## config.mk

```make
export PLATFORM = sky130hd
export DESIGN_NAME = button_debounce
export DESIGN_NICKNAME = d
export VERILOG_FILES = /design/src/rtl/button_debounce_pkg.sv /design/src/rtl/sync_2ff.sv /design/src/rtl/button_debounce.sv
export SDC_FILE = /design/constraint.sdc
export NUM_CORES = 1
export LEC_CHECK = 0
export CORE_AREA = 2 2 77 79
export CTS_BUF_LIST = sky130_fd_sc_hd__clkbuf_4
export DETAILED_ROUTE_END_ITERATION = 12
export DIE_AREA = 0 0 79 81
export PLACE_DENSITY = 0.83
export SLEW_MARGIN = 10
export SYNTH_ARGS = -nofsm -noshare
export SYNTH_HDL_FRONTEND = slang
export SYNTH_HIERARCHICAL = 1
export SYNTH_SLANG_ARGS = --single-unit
```

## constraint.sdc

```tcl
create_clock -name clk -period 3.44 [get_ports clk]
set_input_delay 0.516 -clock clk [delete_from_list [all_inputs] [get_ports clk]]
set_output_delay 0.516 -clock clk [all_outputs]
set_load 0.005 [all_outputs]
```

## src/rtl/button_debounce_pkg.sv

```systemverilog
// Shared definitions for the push-button debouncer: FSM state encoding and clock defaults.
// No logic, no latency.
// No flow control; constants and types only.
package button_debounce_pkg;

  // Board clock used when a build does not override CLK_HZ.
  localparam int CLK_HZ_DEFAULT = 25_000_000;

  // Debounce FSM states, 2-bit encoding.
  typedef enum logic [1:0] {
    ST_IDLE       = 2'd0,
    ST_DB_PRESS   = 2'd1,
    ST_HELD       = 2'd2,
    ST_DB_RELEASE = 2'd3
  } db_state_t;

  // Converts a duration in milliseconds into clock cycles at clk_hz.
  function automatic int ms_to_cycles(input int clk_hz, input int ms);
    return (clk_hz / 1000) * ms;
  endfunction

endpackage

```

## src/rtl/sync_2ff.sv

```systemverilog
// Two-flop synchronizer for one asynchronous input pin.
// Latency: 2 clk cycles from pin to q.
// No flow control; samples every cycle.
module sync_2ff #(
  parameter logic RST_VAL = 1'b0
) (
  input  logic clk,
  input  logic rst,
  input  logic d,
  output logic q
);

  logic meta;

  // Two back-to-back flops; reset loads the idle level so no false edge follows reset.
  always_ff @(posedge clk) begin
    if (rst) begin
      meta <= RST_VAL;
      q    <= RST_VAL;
    end else begin
      meta <= d;
      q    <= meta;
    end
  end

endmodule

```

## src/rtl/button_debounce.sv

```systemverilog
// Debounces a raw push-button pin into a clean level, press/release/long-press strobes and a press count.
// Latency: pin change first sampled at edge E shows on outputs after edge E+DB_CYCLES+2.
// No flow control; strobes are single-cycle and must be consumed when they occur.
module button_debounce
  import button_debounce_pkg::*;
#(
  parameter int CLK_HZ        = CLK_HZ_DEFAULT,
  parameter int DEBOUNCE_MS   = 10,
  parameter int LONG_PRESS_MS = 1000,
  parameter int ACTIVE_LOW    = 1
) (
  input  logic       clk,
  input  logic       rst,
  input  logic       btn_in,
  output logic       pressed,
  output logic       press_pulse,
  output logic       release_pulse,
  output logic       long_pulse,
  output logic [7:0] press_count
);

  localparam int DB_CYCLES   = ms_to_cycles(CLK_HZ, DEBOUNCE_MS);
  localparam int LONG_CYCLES = ms_to_cycles(CLK_HZ, LONG_PRESS_MS);
  localparam int DB_W        = $clog2(DB_CYCLES + 1);
  localparam int HOLD_W      = $clog2(LONG_CYCLES + 1);

  localparam logic [DB_W-1:0]   DB_LAST   = DB_W'(DB_CYCLES - 1);
  localparam logic [HOLD_W-1:0] LONG_LAST = HOLD_W'(LONG_CYCLES - 1);

  // Synchronizer idles at the pin's released level.
  localparam logic SYNC_RST = (ACTIVE_LOW != 0) ? 1'b1 : 1'b0;

  logic btn_sync;
  logic btn_act;

  db_state_t         state,         state_nx;
  logic [DB_W-1:0]   db_cnt,        db_cnt_nx;
  logic [HOLD_W-1:0] hold_cnt,      hold_cnt_nx;
  logic              long_done,     long_done_nx;
  logic              pressed_nx;
  logic              press_pulse_nx;
  logic              release_pulse_nx;
  logic              long_pulse_nx;
  logic [7:0]        press_count_nx;

  sync_2ff #(
    .RST_VAL (SYNC_RST)
  ) u_sync (
    .clk (clk),
    .rst (rst),
    .d   (btn_in),
    .q   (btn_sync)
  );

  // Normalise polarity so 1 always means "button down".
  assign btn_act = (ACTIVE_LOW != 0) ? ~btn_sync : btn_sync;

  // State, counters and registered outputs.
  always_ff @(posedge clk) begin
    if (rst) begin
      state         <= ST_IDLE;
      db_cnt        <= '0;
      hold_cnt      <= '0;
      long_done     <= 1'b0;
      pressed       <= 1'b0;
      press_pulse   <= 1'b0;
      release_pulse <= 1'b0;
      long_pulse    <= 1'b0;
      press_count   <= 8'd0;
    end else begin
      state         <= state_nx;
      db_cnt        <= db_cnt_nx;
      hold_cnt      <= hold_cnt_nx;
      long_done     <= long_done_nx;
      pressed       <= pressed_nx;
      press_pulse   <= press_pulse_nx;
      release_pulse <= release_pulse_nx;
      long_pulse    <= long_pulse_nx;
      press_count   <= press_count_nx;
    end
  end

  // Next-state and next-output decode; strobes default low so they last one cycle.
  always_comb begin
    state_nx         = state;
    db_cnt_nx        = db_cnt;
    hold_cnt_nx      = hold_cnt;
    long_done_nx     = long_done;
    pressed_nx       = pressed;
    press_pulse_nx   = 1'b0;
    release_pulse_nx = 1'b0;
    long_pulse_nx    = 1'b0;
    press_count_nx   = press_count;

    case (state)
      ST_IDLE: begin
        if (btn_act) begin
          state_nx  = ST_DB_PRESS;
          db_cnt_nx = '0;
        end
      end

      ST_DB_PRESS: begin
        if (!btn_act) begin
          // Too short to be a press: drop back without any event.
          state_nx = ST_IDLE;
        end else if (db_cnt == DB_LAST) begin
          state_nx       = ST_HELD;
          pressed_nx     = 1'b1;
          press_pulse_nx = 1'b1;
          press_count_nx = press_count + 8'd1;
          hold_cnt_nx    = '0;
          long_done_nx   = 1'b0;
        end else begin
          db_cnt_nx = db_cnt + DB_W'(1);
        end
      end

      ST_HELD: begin
        if (!btn_act) begin
          state_nx  = ST_DB_RELEASE;
          db_cnt_nx = '0;
        end else begin
          if (hold_cnt != LONG_LAST) begin
            hold_cnt_nx = hold_cnt + HOLD_W'(1);
          end
          if ((hold_cnt == LONG_LAST) && !long_done) begin
            long_pulse_nx = 1'b1;
            long_done_nx  = 1'b1;
          end
        end
      end

      default: begin // ST_DB_RELEASE; hold_cnt stays frozen here
        if (btn_act) begin
          // Release bounce: resume holding where the hold count left off.
          state_nx = ST_HELD;
        end else if (db_cnt == DB_LAST) begin
          state_nx         = ST_IDLE;
          pressed_nx       = 1'b0;
          release_pulse_nx = 1'b1;
        end else begin
          db_cnt_nx = db_cnt + DB_W'(1);
        end
      end
    endcase
  end

endmodule

```

* After elaboration in Yosys (flattened, before gate mapping)
Cells that the tools add are included.
** Storage, ports and cells
- Bits in registers :: 60
- Input bits :: 3
- Output and inout bits :: 12
- Word-level logic and storage cells :: 77
** Cells by class
- $add $sub $neg :: 3
- Eq/ne operators :: 14
- Muxes and demuxes :: 29
- Bitwise gates (word level) :: 4
- Reduce and logical (&&, ||, !) cells :: 16
** Operators by type and width (count)
- two-way mux 25 bit :: 4
- two-way mux 18 bit :: 5
- one-hot mux 18 bit (3 select lines) :: 1
- one-hot mux 25 bit (2 select lines) :: 1
- adder 25 x 1 -> 25 bit (second input constant) :: 1
- == test 25 bit (second input constant) :: 1
- inequality test 25 bit (second input constant) :: 1
- adder 18 x 1 -> 18 bit (second input constant) :: 1
- == test 18 bit (second input constant) :: 1
- two-way mux 2 bit :: 6
- inequality test 2 bit (second input constant) :: 6
- AND reduction 4 bit :: 3
- AND reduction 5 bit :: 2
- two-way mux 1 bit :: 9
- adder 8 x 1 -> 8 bit (second input constant) :: 1
- one-hot mux 2 bit (3 select lines) :: 1
- OR reduction 3 bit :: 2
- OR reduction 5 bit :: 1
- inequality test 4 bit (second input constant) :: 1
- NOT 1 bit :: 4
- one-hot mux 1 bit (2 select lines) :: 2
- nonzero test 2 bit :: 2
- inequality test 3 x 2 -> 1 bit (second input constant) :: 1
- AND reduction 3 bit :: 1
- other kinds (8) :: 8

* Longest topological paths before layout
Gate-level depths: netlist of the first run.
- Depth in word-level cells :: 5
- Depth in mapped cells :: 9

* Cells and area by module
The synthesis of the first run kept the hierarchy.
** Modules (own cells, without submodules)
- button_debounce :: instances 1, cells each 438, area an instance 3468.3 µm², sequential area each 1161.1 µm²
- sync_2ff :: instances 1, cells each 4, area an instance 52.6 µm², sequential area each 40.0 µm²

* Worst setup path before layout of the first run
Ideal clock, no wire load.
- Path kind :: register to register
- Start point :: reg u_sync.q
- End point :: reg db_cnt[1]
- Library setup time :: 0.128 ns
- Arrival time :: 2.093 ns
- Data required time :: 3.312 ns
- Path slack :: 1.219 ns
- Stages on the path, launching flop included :: 9
- Path buffers :: 1
- Clock period less this slack :: 2.221 ns
- Cell sequence :: dfxtp_1 > clkbuf_1 > inv_1 > ha_1 > mux2_2 > or3_1 > a31oi_1 > mux2i_1 > nor2_1
** Between the ends
- Word-level cells in the longest chain between the ends :: 2
- Elaborated cells between the ends (all ways) :: 5
- Those cells by class :: eq/ne (3); reduce/logical (2)
** RTL lines
- start: declaration :: line sync_2ff.sv:10 : output logic q
- start signal: assignment :: line sync_2ff.sv:22 : q <= meta;
- inequality test 2 bit (no line) (tied with other cells)
- AND reduction 4 bit (no line) *
- end signal: assignment :: line button_debounce.sv:72 : db_cnt <= db_cnt_nx;
- end: declaration :: line button_debounce.sv:37 : logic [DB_W-1:0] db_cnt, db_cnt_nx;
Every way passes the cells marked *; elsewhere a longest branch is shown, timed or not.
A chain may end at the register's enable or synchronous reset.

* Worst setup path after layout of the first run
- Start point :: reg db_cnt[5]
- End point :: reg hold_cnt[12]
** Between the ends
- Word-level cells in the longest chain between the ends :: 3
** RTL lines
- == test 18 bit :: line button_debounce.sv:107 : end else if (db_cnt == DB_LAST) begin
- inequality test 2 bit (no line)
- AND reduction 5 bit (no line)
- end signal: assignment :: line button_debounce.sv:73 : hold_cnt <= hold_cnt_nx;
- end: declaration :: line button_debounce.sv:38 : logic [HOLD_W-1:0] hold_cnt, hold_cnt_nx;
No other way between the ends.

==> results_dict.tcl, run 1 <==
set metrics [dict create \
    vias 3471 \
    core_um2 5680 \
    place_ws_ns 0.712 \
    syn-cell-area_um2 3520 \
    r2r_setup_slack_ns 0.59 \
    p_clk_share_pct 38.3 \
    worstHoldPathType "reg2reg" \
    ys.flop_type "dfxtp_1" \
    start_util_pct 62.0 \
    p_comb_share_pct 9.4 \
    syn_inst 442 \
    first_iter_violations 317 \
    irDropWorstVdd_uv 278 \
    setup_violations 0 \
    routabilityCongestion 0.881 \
    hold_violations 0 \
    ys_seq_elements 60 \
    cts_hold_buf 0 \
    p_seq_share_pct 52.3 \
    ys_types 55 \
    slew_viol_final 0 \
    numCtsBuffers 9 \
    drcViolationCount 0 \
    fp.dieW_um 79 \
    post_cts_resized 0 \
    p_leak_nw 1.20 \
    synth_edf_count 0 \
    ys_top_cells_by_count "60 x dfxtp_1, 44 x nand3_1, 29 x nand2_1" \
    synth_top_area_share_pct 34.1 \
    clk_pin_slew_ns 0.12 \
    first_pass_iters 5 \
    cp-end-kind "register" \
    area_growth_pct 8.56 \
    maxCapViolCount 0 \
    wl_per_cell_um 16.3 \
    crit_slowest_cell "or4_1" \
    hpwl_um 5770 \
    yosys-top-cells-area "dfxtp_1 34%, nand3_1 6.3%, o21ai_0 3.7%" \
    switching_share_pct 28.6 \
    status "finished clean" \
    fin_crit_ns 2.85 \
    critical_path.cell_chain "nor4b_1 > and2_1 > a31oi_2 > or4_1 > a31oi_1" \
    clkLatencyLatePin_ns 0.41 \
    cp-start-kind "register" \
    clockBufferDepth 2 \
    cts_tree "done" \
    worst_pin_slew_ns 1.09 \
    nNetsFinal 457 \
    switchingPower_w 0.000384 \
    pin_count 15 \
    yosys.area.top_type "dfxtp_1" \
    synth.most_common_cell "dfxtp_1" \
    rows 28 \
    antenna_left 0 \
    power_density_nw_per_um2 352 \
    synthArstFlopShare_pct 0 \
    rsz0062_at_grt "false" \
    ys_warn_count 6 \
    yosysSeqAreaShare_pct 34.1 \
    synth.avg_cell_area_um2 7.97 \
    htreeDepth 3 \
    wl_um 8570 \
    drive_gt1_share_pct 8.00 \
    setup_ws_ns 0.589 \
    root_buffer "clkbuf_4" \
    vias_per_cell 6.61 \
    timing.fmax_mhz 351 \
    synth_nets 454 \
    cts_setup_buffers 0 \
    antenna_found_initial 0 \
    die-area_um2 6400 \
    grt_pass1_wl_um 14200 \
    grt_overflow_total 0 \
    grt_pass1_vias 3072 \
    finClkSkew_ns 0.0160 \
    p_int_w 0.000961 \
    crit_arrival_ns 3.19 \
    crit_path_max_incr_delay_ns 0.67 \
    grt_max_degree 31 \
    globalRouteTotalUtil_pct 27.9 \
    fin_crit_sh_pct 82.9 \
    clock-sinks 60 \
    relSlewSlack_pct 26.9 \
    crit_type "reg2reg" \
    setup-tns-final_ns 0 \
    cp_max_fo 28 \
    portBuffers 14 \
    diodes 0 \
    cp_data_required_time_ns 3.78 \
    die_y_um 81 \
]
## power by group through the flow
stage	clock, W	sequential [W]	combinational [W]
detailed placement	0	0.000719	0.000125
global placement	0	0.000719	0.000122
floorplan	0	0.000717	0.0000950
finish	0.000515	0.000703	0.000127
global route	0.000551	0.000704	0.000142
CTS	0.000522	0.000703	0.000126
## cells by family after synthesis
| kind of cell | share of synthesized area (%) |
|---|---|
| AOI/OAI and AO/OA | 17.6 |
| xor gates and xnor gates | 1.49 |
| adders and majority gates | 3.20 |
| buffers and inverters | 4.62 |
| DFF | 34.1 |
| muxes | 3.27 |
| and+or+nand+nor | 35.7 |
## cells in the final DEF, fill, tap and decap left out, types with 3 or more instances in the layout
| master | synthesis | final |
|---|---|---|
| nand2b_1 | 9 | 9 |
| nor4b_1 | 5 | 5 |
| clkbuf_4 | 0 | 9 |
| a31oi_1 | 16 | 15 |
| dfxtp_1 | 60 | 60 |
| o211ai_1 | 6 | 6 |
| mux2_2 | 4 | 4 |
| ha_1 | 9 | 9 |
| a21o_1 | 3 | 3 |
| nor2b_1 | 4 | 4 |
| inv_1 | 10 | 10 |
| a21oi_1 | 21 | 21 |
| nor3b_1 | 10 | 10 |
| mux2i_1 | 7 | 7 |
| nand3_1 | 44 | 44 |
| nor4_1 | 10 | 10 |
| nand4_1 | 19 | 19 |
| o31ai_1 | 4 | 4 |
| or4_1 | 10 | 10 |
| and2_1 | 7 | 7 |
| nand2_1 | 29 | 29 |
| and3_1 | 8 | 8 |
| xor2_1 | 3 | 3 |
| or3_1 | 8 | 8 |
| nor3_1 | 11 | 11 |
| buf_4 | 0 | 6 |
| o311ai_0 | 4 | 4 |
| a31o_2 | 3 | 3 |
| xnor2_1 | 3 | 3 |
| o21ai_0 | 26 | 26 |
| and4_1 | 7 | 7 |
| nand3b_1 | 4 | 4 |
| nor2_1 | 24 | 24 |
| clkdlybuf4s50_1 | 0 | 13 |
| o221ai_1 | 4 | 4 |
## worst paths after layout
kind | to | from | cells after the start
max | hold_cnt[12] | db_cnt[5] | 5
min | u_sync/q | u_sync/meta | 1
max reg2reg | hold_cnt[12] | db_cnt[5] | 5
min reg2reg | u_sync/q | u_sync/meta | 1
## area by class of cell
cell class | instances | area [um2]
multi-input cells | 343 | 2160
flip-flops and latches | 60 | 1200
well taps | 75 | 93.8
fillers | 487 | 1850
clock buffers | 9 | 67.6
inverters | 11 | 41.3
repair buffers | 20 | 180
clock inverters | 7 | 75.1
## metal layers
| layer | vias up | GRT usage, % | part of all wire [%] |
|---|---|---|---|
| li1 | 1691 | - | - |
| met1 | 1652 | 33.5 | 43 |
| met2 | 107 | 47.0 | 49 |
| met3 | 21 | 7.56 | 4.7 |
| met4 | 0 | 12.2 | 2.7 |
| met5 | - | 0 | 0 |
## sequential cells by signal (all words and copies together), names as in the netlist, named ones only
register / cells
pressed: 1
u_sync/q: 1
press_pulse: 1
db_cnt: 18
u_sync/meta: 1
release_pulse: 1
hold_cnt: 25
state: 1
long_pulse: 1
long_done: 1
press_count: 8
## critical path: cells and delay by family (launching register included)
kind | cells | cell delay [ns]
flip-flops | 1 | 0.37
AO/OA/AOI/OAI | 2 | 0.72
AND/OR/NAND/NOR | 3 | 1.68
## stage by stage
step	total power (W)	util (%)	cell area, um2	cells	hold slack, ns
floorplan	0.000812	-	3520	442	0.385
global placement	0.000841	64.8	3680	509	0.391
detailed placement	0.000844	64.8	3680	509	0.391
CTS	0.00135	67.4	3820	525	0.417
global route	0.00140	67.4	3820	525	0.434
finish	0.00135	67.4	3820	525	0.415
Note: power is estimated with default switching activity, not from simulation.
==> run 2, diff against run 1 <==
--- a/config.mk
+++ b/config.mk
@@ -5,11 +5,11 @@
 export SDC_FILE = /design/constraint.sdc
 export NUM_CORES = 1
 export LEC_CHECK = 0
-export CORE_AREA = 2 2 77 79
+export CORE_AREA = 2 2 82 84
 export CTS_BUF_LIST = sky130_fd_sc_hd__clkbuf_4
 export DETAILED_ROUTE_END_ITERATION = 12
-export DIE_AREA = 0 0 79 81
-export PLACE_DENSITY = 0.83
+export DIE_AREA = 0 0 84 86
+export PLACE_DENSITY = 0.77
 export SLEW_MARGIN = 10
 export SYNTH_ARGS = -nofsm -noshare
 export SYNTH_HDL_FRONTEND = slang
==> constraint.sdc (replaced) <==
create_clock -name clk -period 2.3 [get_ports clk]
set_input_delay 0.345 -clock clk [delete_from_list [all_inputs] [get_ports clk]]
set_output_delay 0.345 -clock clk [all_outputs]
set_load 0.005 [all_outputs]
==> run 2 against run 1 <==
  * Combinational power rose by 110%
  * Total power is 54% higher
  * Register-to-register slack got worse by 0.55 ns
  * Non-clock buffer count rose by 38
  * Cell area is 9.6% higher
  * First-iteration DRC count up 11%
  * Global-route usage down 0.86 points
  * Worst setup slack got worse by 0.55 ns
  * Die area increased by 13%
  * Final cell count is 7.6% higher
  * Critical endpoint is now hold_cnt[21]
  * Largest power group unchanged
==> results_dict.tcl, run 2 (synthesized netlist as in run 1, its figures left out) <==
set metrics [dict create \
    status "finished clean" \
    wl_per_cell_um 16.6 \
    grt_pass1_wl_um 15900 \
    vias 3670 \
    cp_data_required_time_ns 2.63 \
    rsz0062_at_grt "true" \
    cp_max_fo 14 \
    routabilityCongestion 0.859 \
    cts_tree "done" \
    globalRouteTotalUtil_pct 27.0 \
    grt_max_degree 43 \
    worstReg2RegEnd "hold_cnt[21]" \
    cp-end-kind "register" \
    layout_commonest_cell "dfxtp_1" \
    clockBufferDepth 2 \
    fin_crit_ns 2.26 \
    hold_end "press_count[0]" \
    crit_slowest_cell "a31oi_4" \
    regMostFlops "hold_cnt" \
    cp-start-kind "register" \
    switchingPower_w 0.000587 \
    min_path_cells 2 \
    diodes 0 \
    p_int_w 0.00148 \
    p_total_w 0.00207 \
    clock-sinks 60 \
    hold_violations 0 \
    antenna_found_initial 0 \
    grt_pass1_vias 3506 \
    crit_top_cell "inv_1" \
    reg2reg_depth 8 \
    fillCellCount 535 \
    grt_overflow_total 0 \
    area_growth_pct 19.0 \
    final_area_um2 4190 \
    cp_num_cells 8 \
    p_leak_nw 1.40 \
    drive_gt1_share_pct 17.8 \
    fp.dieW_um 84 \
    worst_pin_slew_ns 0.667 \
    drcViolationCount 0 \
    power_density_nw_per_um2 494 \
    numCtsBuffers 9 \
    slew_viol_final 0 \
    p_clk_share_pct 36.1 \
    pin_count 15 \
    path_delay_family "compound AO/OA/AOI/OAI gates" \
    core_um2 6280 \
    wl_um 9360 \
    dp.cells 545 \
    hpwl_um 6310 \
    setup_violations 0 \
    first_pass_iters 5 \
    irDropWorstVdd_uv 349 \
    nNetsFinal 495 \
    placed_area_um2 3960 \
    cp_num_buf_inv 3 \
    worstHoldPathType "in2reg" \
    crit_path_max_incr_delay_ns 0.44 \
    final_cell_mix "58 x dfxtp_1, 43 x nand3_1, 42 x buf_4" \
    crit_arrival_ns 2.58 \
    first_iter_violations 352 \
    top_regs "hold_cnt x25, db_cnt x18, press_count x8" \
    r2r_setup_slack_ns 0.04 \
    largest_reg_flops 25 \
    finClkSkew_ns 0.0103 \
    crit_type "reg2reg" \
    post-route-util_pct 66.7 \
    htreeDepth 3 \
    start_util_pct 56.1 \
    fin_crit_sh_pct 98.1 \
    relSlewSlack_pct 55.2 \
    root_buffer "clkbuf_4" \
    timing.fmax_mhz 443 \
    clk_pin_slew_ns 0.11 \
    maxCapViolCount 0 \
    antenna_left 0 \
    die-area_um2 7220 \
    clkLatencyLatePin_ns 0.42 \
    rows 29 \
    p_comb_share_pct 13.1 \
    critical_path.cell_chain "inv_1 > ha_2 > ha_1 > inv_1 > a31oi_4 > nor2_1 > buf_4 > o221ai_1" \
    setup-tns-final_ns 0 \
    portBuffers 14 \
    vias_per_cell 6.50 \
    min-delay-start "rst" \
    p_seq_share_pct 50.8 \
    switching_share_pct 28.4 \
    final-instance-count-excl-fill 565 \
    die_y_um 86 \
]
run 2: cell count changes in the layout (fill, tap and decap cells not counted), sizes merged:
cell      change
inv           -2
buf          +38
clkinvlp      +2
run 2: area by class of cell:
cell class | instances | area, um2 | area share, %
Clock inverter | 7 | 67.6 | 1.61
Clock buffer | 9 | 67.6 | 1.61
Timing Repair Buffer | 58 | 490 | 11.7
Multi-Input combinational cell | 343 | 2220 | 53.0
Tap cell | 77 | 96.3 | 2.30
Inverter | 11 | 41.3 | 0.986
Sequential cell | 60 | 1200 | 28.7
run 2: what timing repair did:
action / in CTS / in global routing
hold buffers: 0 / 0
gates resized for setup: 2 / 13
pin swaps: 0 / 1
endpoints found under the setup margin: 8 / 36
buffers inserted: 0 / 4
cloned: 0 / 0
endpoints found under the hold margin: 0 / 0
run 2: worst max path at each step:
stage,endpoint,start,slack (ns)
floorplan,db_cnt[1],u_sync/q,0.08
global placement,hold_cnt[12],db_cnt[6],0.04
detailed placement,hold_cnt[14],db_cnt[6],-0.01
CTS,db_cnt[8],register,0.01
global route,hold_cnt[2],register,-0.02
finish,hold_cnt[21],register,0.04
run 2: through the flow:
step | hold WS [ns] | setup slack, ns
6_report | 0.305 | 0.0436
2_1_floorplan | 0.385 | 0.0790
3_5_place_dp | 0.395 | -0.0129
5_1_grt | 0.337 | -0.0158
4_1_cts | 0.303 | 0.0133
3_3_place_gp | 0.391 | 0.0353
run 2: routing by layer:
metal | vias up | track usage, % | wire, um
li1 | 1766 | - | -
met1 | 1706 | 33.8 | 4000
met2 | 151 | 44.7 | 4470
met3 | 47 | 4.62 | 516
met4 | 0 | 14.7 | 375
met5 | - | 0 | 0
run 2: power groups by stage:
stage	sequential (W)	combinational (W)	clock [W]
2_1_floorplan	0.00107	0.000142	0
6_report	0.00105	0.000270	0.000747
3_3_place_gp	0.00107	0.000238	0
3_5_place_dp	0.00107	0.000241	0
4_1_cts	0.00105	0.000246	0.000754
5_1_grt	0.00105	0.000292	0.000802
run 2: worst register-to-register path, stage by stage (launching register included):
cell and delay, ns:
dfxtp_1 0.34, inv_1 0.08, ha_2 0.20, ha_1 0.34
inv_1 0.15, a31oi_4 0.44, nor2_1 0.18, buf_4 0.19
o221ai_1 0.24
==> run 3, diff against run 2 <==
--- a/config.mk
+++ b/config.mk
@@ -9,7 +9,8 @@
 export CTS_BUF_LIST = sky130_fd_sc_hd__clkbuf_4
 export DETAILED_ROUTE_END_ITERATION = 12
 export DIE_AREA = 0 0 84 86
-export PLACE_DENSITY = 0.77
+export MAX_ROUTING_LAYER = met4
+export PLACE_DENSITY = 0.87
 export SLEW_MARGIN = 10
 export SYNTH_ARGS = -nofsm -noshare
 export SYNTH_HDL_FRONTEND = slang
==> run 3 against run 2 <==
  * First-iteration DRC count is 0.85% lower
  * Largest cell class unchanged
  * Clock power is 19% lower
  * Combinational power is 10% lower
  * Flip-flop and latch count stayed put
  * Utilization is 2.1 points lower
  * Sequential share of layout area is 0.95 points higher
  * Critical path depth is 2 higher
  * Highest routed layer unchanged
==> results_dict.tcl, run 3 (synthesized netlist as in run 1, its figures left out) <==
set metrics [dict create \
    grt_use_met1_pct 30.9 \
    p_leak_nw 1.35 \
    die-area_um2 7220 \
    busiest_layer "met2" \
    antenna_found_initial 0 \
    grt_pass1_vias 3226 \
    portBuffers 14 \
    worstReg2RegEnd "db_cnt[1]" \
    slew_viol_final 0 \
    rows 29 \
    clkLatencyLatePin_ns 0.40 \
    fin_crit_ns 2.22 \
    layout_commonest_cell "dfxtp_1" \
    met3_usage_pct 6.93 \
    r2r_setup_slack_ns 0.08 \
    vias_per_cell 6.57 \
    clock-sinks 60 \
    die_y_um 86 \
    p_comb_share_pct 12.8 \
    start_util_pct 56.1 \
    relSlewSlack_pct 52.1 \
    clk_pin_slew_ns 0.10 \
    first_pass_iters 5 \
    routabilityCongestion 0.876 \
    hpwl_um 6120 \
    wl_um 9100 \
    cp-start-kind "register" \
    switchingPower_w 0.000532 \
    crit_arrival_ns 2.52 \
    first_iter_violations 349 \
    grt_pass1_wl_um 14800 \
    root_buffer "clkbuf_4" \
    nNetsFinal 485 \
    setup_ws_ns 0.0837 \
    grt_max_degree 38 \
    cts_hold_buf 0 \
    finClkSkew_ns 0.00682 \
    regMostFlops "hold_cnt" \
    wl_per_cell_um 16.4 \
    status "finished clean" \
    crit_type "reg2reg" \
    fin_crit_sh_pct 96.4 \
    area_growth_pct 15.3 \
    p_clk_share_pct 31.8 \
    hold_violations 0 \
    worstSetupEndpoint "db_cnt[1]" \
    globalRouteTotalUtil_pct 25.8 \
    dp.cells 538 \
    cp-end-kind "register" \
    numCtsBuffers 9 \
    drcViolationCount 0 \
    cp_max_fo 5 \
    power_density_nw_per_um2 468 \
    htreeDepth 3 \
    fp.dieW_um 84 \
    cp_data_required_time_ns 2.60 \
    cts_tree "done" \
    setup-tns-final_ns 0 \
    pin_count 15 \
    worst_pin_slew_ns 0.713 \
    final-instance-count-excl-fill 554 \
    clockBufferDepth 2 \
    core_um2 6280 \
    antenna_left 0 \
    top_regs "hold_cnt x25, db_cnt x18, press_count x8" \
    grt_overflow_total 0 \
    p_int_w 0.00137 \
    setup_violations 0 \
    irDropWorstVdd_uv 518 \
    worstHoldPathType "in2reg" \
    diodes 0 \
    reg2reg_depth 10 \
    final_cell_mix "57 x dfxtp_1, 44 x nand3_1, 32 x buf_4" \
    p_seq_share_pct 55.3 \
    switching_share_pct 28.0 \
    timing.fmax_mhz 451 \
    place_ws_ns 0.0499 \
    largest_reg_flops 25 \
    vias 3641 \
    drive_gt1_share_pct 14.9 \
    use_met2_pct 42.8 \
    maxCapViolCount 0 \
]
## run 3: cell count changes in the layout (fill, tap and decap cells not counted), sizes merged
cell / delta
bufinv: -1
buf: -10
clkbuf: +2
clkinvlp: -2
## run 3: how the worst min path moves through the flow
stage / start / end / slack [ns] / cells past startpoint
floorplan: u_sync/meta / u_sync/q / 0.39 / 1
global placement: u_sync/meta / u_sync/q / 0.39 / 1
detailed placement: u_sync/meta / u_sync/q / 0.39 / 1
CTS: rst / u_sync/meta / 0.11 / 2
global route: rst / u_sync/meta / 0.12 / 2
finish: rst / u_sync/meta / 0.14 / 2
## run 3: what timing repair did
action	CTS	global route
endpoints found under the setup margin	0	17
resized for setup	0	13
setup buffers	0	1
## run 3: power groups by stage
stage                     clock (W)  combinational (W)  sequential, W
after floorplan                   0           0.000142        0.00107
after global placement            0           0.000219        0.00107
after detailed placement          0           0.000226        0.00107
after CTS                  0.000623           0.000226        0.00105
after global routing       0.000655           0.000260        0.00105
final                      0.000604           0.000243        0.00105
## run 3: layer usage
| layer | vias to the layer above | wire length, um | share of wire (%) |
|---|---|---|---|
| li1 | 1747 | - | - |
| met1 | 1680 | 3780 | 42 |
| met2 | 191 | 4450 | 49 |
| met3 | 23 | 716 | 7.9 |
| met4 | 0 | 162 | 1.8 |
| met5 | - | 0 | 0 |
## run 3: layout make-up
cell class	count	area, um2
multi-input cells	343	2200
clock inverters	4	17.5
well taps	77	96.3
fillers	512	2220
repair buffers	48	415
clock buffers	11	82.6
inverters	11	41.3
flip-flops and latches	60	1200
## run 3: stage by stage
stage	cell area (um2)	total power (W)	utilization [%]	hold WS, ns
after detailed placement	3900	0.00130	62.2	0.394
after floorplan	3520	0.00121	-	0.385
after CTS	4000	0.00190	63.8	0.113
final	4060	0.00190	64.7	0.142
after global routing	4060	0.00197	64.7	0.120
after global placement	3900	0.00129	62.2	0.391
## run 3: critical path, cell delays in order (launching register included)
cell and delay, ns:
dfxtp_1 0.34, inv_1 0.12, ha_4 0.16, inv_1 0.07
ha_1 0.22, mux2_2 0.29, or3_4 0.34, a31oi_1 0.16
buf_4 0.17, mux2i_1 0.19, nor2_1 0.05
